===== src/rtl/down_timer8_pkg.sv =====
// Shared constants for the down_timer8 block: default width and FSM state encodings.
package down_timer8_pkg;
  localparam int DEF_WIDTH = 8;

  localparam logic [1:0] ST_IDLE = 2'd0;
  localparam logic [1:0] ST_RUN  = 2'd1;
  localparam logic [1:0] ST_DONE = 2'd2;
endpackage


===== src/rtl/down_timer8_if.sv =====
// Control/status bundle for down_timer8; slave side is the timer, master side the controller.
interface down_timer8_if import down_timer8_pkg::*; #(parameter int WIDTH = DEF_WIDTH);
  logic             load;
  logic [WIDTH-1:0] load_val;
  logic             start;
  logic             stop;
  logic             auto_reload;
  logic [WIDTH-1:0] count;
  logic             tc;
  logic             busy;
  logic             done;

  modport master (output load, load_val, start, stop, auto_reload,
                  input  count, tc, busy, done);
  modport slave  (input  load, load_val, start, stop, auto_reload,
                  output count, tc, busy, done);
endinterface


===== src/rtl/down_timer8_tick_prescaler.sv =====
// Modulo-PRESCALE enable divider; counter held at zero while en is low.
module tick_prescaler #(
  parameter int PRESCALE = 1
) (
  input  logic clk,
  input  logic rst_n,
  input  logic en,
  output logic tick
);
  generate
    if (PRESCALE <= 1) begin : g_bypass
      logic w_unused;
      assign w_unused = clk ^ rst_n;
      assign tick     = en;
    end else begin : g_div
      localparam int CW = $clog2(PRESCALE);
      logic [CW-1:0] r_cnt;
      logic          w_last;

      assign w_last = (r_cnt == CW'(PRESCALE - 1));
      assign tick   = en && w_last;

      always_ff @(posedge clk or negedge rst_n) begin
        if (!rst_n)              r_cnt <= '0;
        else if (!en || w_last)  r_cnt <= '0;
        else                     r_cnt <= r_cnt + CW'(1);
      end
    end
  endgenerate
endmodule


===== src/rtl/down_timer8.sv =====
// Loadable, pausable down-counting timer with one-shot or auto-reload terminal count.
module down_timer8 import down_timer8_pkg::*; #(
  parameter int WIDTH    = DEF_WIDTH,
  parameter int PRESCALE = 1
) (
  input  logic         clk,
  input  logic         rst_n,
  down_timer8_if.slave bus
);
  logic [1:0]       r_state;
  logic [WIDTH-1:0] r_count;
  logic [WIDTH-1:0] r_reload;
  logic             r_tc;
  logic             w_pre_en;
  logic             w_tick;

  // load/stop take the edge, so the prescaler restarts from zero on the next run
  assign w_pre_en = (r_state == ST_RUN) && !bus.load && !bus.stop;

  tick_prescaler #(.PRESCALE(PRESCALE)) u_pre (
    .clk  (clk),
    .rst_n(rst_n),
    .en   (w_pre_en),
    .tick (w_tick)
  );

  always_ff @(posedge clk or negedge rst_n) begin
    if (!rst_n) begin
      r_state  <= ST_IDLE;
      r_count  <= '0;
      r_reload <= '0;
      r_tc     <= 1'b0;
    end else begin
      r_tc <= 1'b0;
      if (bus.load) begin
        r_count  <= bus.load_val;
        r_reload <= bus.load_val;
        r_state  <= ST_IDLE;
      end else if (bus.stop) begin
        if (r_state == ST_RUN) r_state <= ST_IDLE;
      end else if (bus.start && r_state != ST_RUN) begin
        if (r_state == ST_IDLE) begin
          if (r_count != '0) begin
            r_state <= ST_RUN;
          end else begin
            r_state <= ST_DONE;
            r_tc    <= 1'b1;
          end
        end else begin
          // restart from DONE; a zero reload is another zero-length timeout
          r_count <= r_reload;
          if (r_reload != '0) r_state <= ST_RUN;
          else                r_tc    <= 1'b1;
        end
      end else if (r_state == ST_RUN && w_tick) begin
        if (r_count == WIDTH'(1)) begin
          r_tc <= 1'b1;
          if (bus.auto_reload) begin
            r_count <= r_reload;
          end else begin
            r_count <= '0;
            r_state <= ST_DONE;
          end
        end else begin
          r_count <= r_count - WIDTH'(1);
        end
      end
    end
  end

  assign bus.count = r_count;
  assign bus.tc    = r_tc;
  assign bus.busy  = (r_state == ST_RUN);
  assign bus.done  = (r_state == ST_DONE);
endmodule


===== src/flat_wrapper.sv =====
// flat-port wrapper written by rule: the top's interface ports become plain ports
module down_timer8_flat import down_timer8_pkg::*;
#(
  parameter int WIDTH    = DEF_WIDTH,
  parameter int PRESCALE = 1
)
  (clk, rst_n, bus_load, bus_load_val, bus_start, bus_stop, bus_auto_reload, bus_count, bus_tc, bus_busy, bus_done);
  down_timer8_if #(.WIDTH(WIDTH)) bus_i ();
  input  logic clk;
  input  logic rst_n;
  input wire logic [$bits(bus_i.load)-1:0] bus_load;
  input wire logic [$bits(bus_i.load_val)-1:0] bus_load_val;
  input wire logic [$bits(bus_i.start)-1:0] bus_start;
  input wire logic [$bits(bus_i.stop)-1:0] bus_stop;
  input wire logic [$bits(bus_i.auto_reload)-1:0] bus_auto_reload;
  output wire logic [$bits(bus_i.count)-1:0] bus_count;
  output wire logic [$bits(bus_i.tc)-1:0] bus_tc;
  output wire logic [$bits(bus_i.busy)-1:0] bus_busy;
  output wire logic [$bits(bus_i.done)-1:0] bus_done;
  assign bus_i.load = bus_load;
  assign bus_i.load_val = bus_load_val;
  assign bus_i.start = bus_start;
  assign bus_i.stop = bus_stop;
  assign bus_i.auto_reload = bus_auto_reload;
  assign bus_count = bus_i.count;
  assign bus_tc = bus_i.tc;
  assign bus_busy = bus_i.busy;
  assign bus_done = bus_i.done;
  down_timer8 #(.WIDTH(WIDTH), .PRESCALE(PRESCALE)) u_core (.clk(clk), .rst_n(rst_n), .bus(bus_i));
endmodule

===== config.mk =====
export PLATFORM = sky130hd
export DESIGN_NAME = down_timer8_flat
export DESIGN_NICKNAME = d
export VERILOG_FILES = /design/src/rtl/down_timer8_pkg.sv /design/src/rtl/down_timer8_if.sv /design/src/rtl/down_timer8_tick_prescaler.sv /design/src/rtl/down_timer8.sv /design/src/flat_wrapper.sv
export SDC_FILE = /design/constraint.sdc
export NUM_CORES = 1
export LEC_CHECK = 0
export ABC_AREA = 1
export CAP_MARGIN = 20
export CORE_MARGIN = 5
export CORE_UTILIZATION = 55
export DETAILED_ROUTE_END_ITERATION = 8
export HOLD_SLACK_MARGIN = 0.08
export PLACE_DENSITY = 0.89
export SYNTH_ARGS = -nofsm -noshare
export SYNTH_HDL_FRONTEND = slang
export SYNTH_SLANG_ARGS = --single-unit

===== constraint.sdc =====
create_clock -name clk -period 2.96 [get_ports clk]
set_clock_uncertainty 0.1 [all_clocks]
set_input_delay 0.296 -clock clk [delete_from_list [all_inputs] [get_ports clk]]
set_output_delay 0.296 -clock clk [all_outputs]
set_load 0.005 [all_outputs]

==> results_dict.tcl <==
set metrics [dict create \
    synth-simple-area-share_pct 46.1 \
    crit_path_end_kind "flop" \
    synth-seq-cells 19 \
    grt_pass1_vias 1319 \
    cts_num_sinks 19 \
    syn_nets 209 \
    grt_first_pass_wirelength_um 5400 \
    netlist_area_um2 1260 \
    status "finished, final reports clean" \
    synth_fa_ha_area_share_pct 2.99 \
    cts_setup_buffers 0 \
    drtPass1Iterations 4 \
    leakage_uw 0.000836 \
    track_usage_pct 20.3 \
    dieArea_um2 3340 \
    synth_warnings 0 \
    synth_cell_types 19 \
    synth_top_family_by_area "simple AND/OR/NAND/NOR gates" \
    slew_headroom_pct 42.1 \
    dp_hpwl_um 2340 \
    hold_path_class "in2async" \
    clockBufferDepth 2 \
    num_vias 1232 \
    cts_tree "yes" \
    synth_xor_xnor_area_share_pct 2.09 \
    area_delta_synth_final_pct 22.5 \
    setup_tns_ps 0 \
    path_class "in2reg" \
    clk_pin_slew_ps 120 \
    ir_drop_uv 365 \
    cts_buffers 3 \
    arrival_ps 2030 \
    totalWireLength_um 3000 \
    cellPowerDensity_nw_per_um2 462 \
    hold_violations 0 \
    antenna_cells 0 \
    clock.fmax_ghz 0.523 \
    fin_crit_sh_pct 64.6 \
    initial_utilization_pct 57.4 \
    place.gp.congestion 0.882 \
    core_area_um2 2190 \
    antenna_found_initial 0 \
    num_rows 17 \
    cts-hold-fix-buffers 0 \
    portBuffers 24 \
    cts_root_buf "clkbuf_4" \
    ant_nets 0 \
    final_core_util_pct 70.3 \
    grt_max_degree 20 \
    nets 236 \
    synth-compound-area-share_pct 2.59 \
    pin_count 25 \
    cts-resized-gates 0 \
    h-tree-depth 1 \
    vias_per_cell 5.01 \
    ys_seq_area_share_pct 37.8 \
    fin_crit_ps 1910 \
    maxCapViolations 0 \
    syn_inst 192 \
    die_w_um 57.8 \
    multiInputGateArea_um2 676 \
    drive_gt1_share_pct 11.0 \
    synth_area_per_cell_um2 6.55 \
    synthMuxAreaShare_pct 0 \
    start_kind "primary input" \
    die_h_um 57.8 \
    route.detailed.drc 0 \
    drv_slew 0 \
    clk_latency_ps 310 \
    wire_per_inst_um 12.2 \
    rsz0062_at_grt "false" \
    regArea_um2 475 \
    n_fill_cell 183 \
    grt_overflow 0 \
    crit_fanout 13 \
    final-setup-viol-count 0 \
    tightest_slew_ps 866 \
    cp.required_ps 3080 \
    drt-initial-drc-count 41 \
]
## final cells by class
cell class	count	area share [%]
Timing Repair Buffer	24	15.6
Clock inverter	1	0.325
Multi-Input combinational cell	148	43.9
Tap cell	28	2.27
Sequential cell	19	30.9
Inverter	23	5.61
Clock buffer	3	1.46
## logic make-up after synthesis
group	count (synthesis)
AO/OA/AOI/OAI	5
XOR/XNOR	3
adder cells (fa/ha/maj)	3
buffers and inverters	25
flip-flops	19
AND/OR/NAND/NOR	137
## routing by layer
metal  share of wire [%]  GRT usage (%)
met1                  43           24.4
met2                  49           35.3
met3                 4.8           2.90
met4                 3.3           9.93
met5                   0              0
## flip-flops by register name (all words and copies together), names as in the netlist
register          flops
u_core.bus.count      8
u_core.r_reload       8
u_core.r_state        2
u_core.bus.tc         1
## Yosys cell counts
cell | number | area share, %
o21ai_1 | 1 | 0.40
ha_1 | 3 | 3.0
inv_1 | 16 | 4.8
a21oi_1 | 1 | 0.40
nand4_1 | 4 | 2.0
dfrtp_1 | 19 | 38
nand2_2 | 6 | 3.0
nand2_1 | 87 | 26
buf_2 | 1 | 0.40
nor2_1 | 25 | 7.5
a21oi_2 | 2 | 1.4
nor2_4 | 1 | 0.90
buf_8 | 1 | 1.2
o21ai_0 | 1 | 0.40
xor2_1 | 3 | 2.1
inv_2 | 7 | 2.1
nand2_4 | 2 | 1.8
nand3_1 | 10 | 4.0
nor2_2 | 2 | 0.99
## cells in the final DEF (no fill, tap or decap), drive strengths merged
cell type	Yosys	layout
clkdlybuf4s50	0	24
o21ai	2	2
nand3	10	10
nor2	28	28
dfrtp	19	19
nand4	4	4
clkbuf	0	3
a21oi	3	3
clkinv	0	1
ha	3	3
nand2	95	95
xor2	3	3
inv	23	23
## through the flow
| stage | hold slack, ps | total power, µW | cell area [µm²] | setup slack, ps | cells |
|---|---|---|---|---|---|
| after floorplan | -99.6 | 473 | 1260 | 1500 | 192 |
| after global placement | 376 | 567 | 1510 | 851 | 242 |
| after detailed placement | 388 | 575 | 1510 | 741 | 242 |
| after CTS | 394 | 713 | 1540 | 1080 | 246 |
| after global routing | 432 | 766 | 1540 | 859 | 246 |
| final | 365 | 711 | 1540 | 1050 | 246 |
## power breakdown
part	leakage, µW	switching (µW)	internal [µW]
Combinational	0.000584	140	110
Clock	0.0000177	88.9	50.5
Sequential	0.000235	30.8	291
## final timing paths
path	startpoint	endpoint	slack (ps)	cells after the start
worst max-delay path	bus_load	u_core.bus.count[7]	1050	11
worst min-delay path	rst_n	u_core.bus.count[3]	370	1
worst max register to register	u_core.bus.count[1]	u_core.bus.count[6]	1170	12
worst min register to register	u_core.r_reload[3]	u_core.r_reload[3]	410	2
max in group asynchronous	rst_n	u_core.r_reload[5]	1860	1
min in group clk	u_core.r_reload[3]	u_core.r_reload[3]	410	2
## worst max-delay path: stages
cell and delay, ps:
clkdlybuf4s50_1 660, nor2_1 320, nand2_1 120, nand2_2 100, nand2_2 70, nand2_4 130, nand2_1 70, nor2_1 110
nand2_1 60, nand2_1 50, inv_1 30
Power figures use the tool's default switching activity.
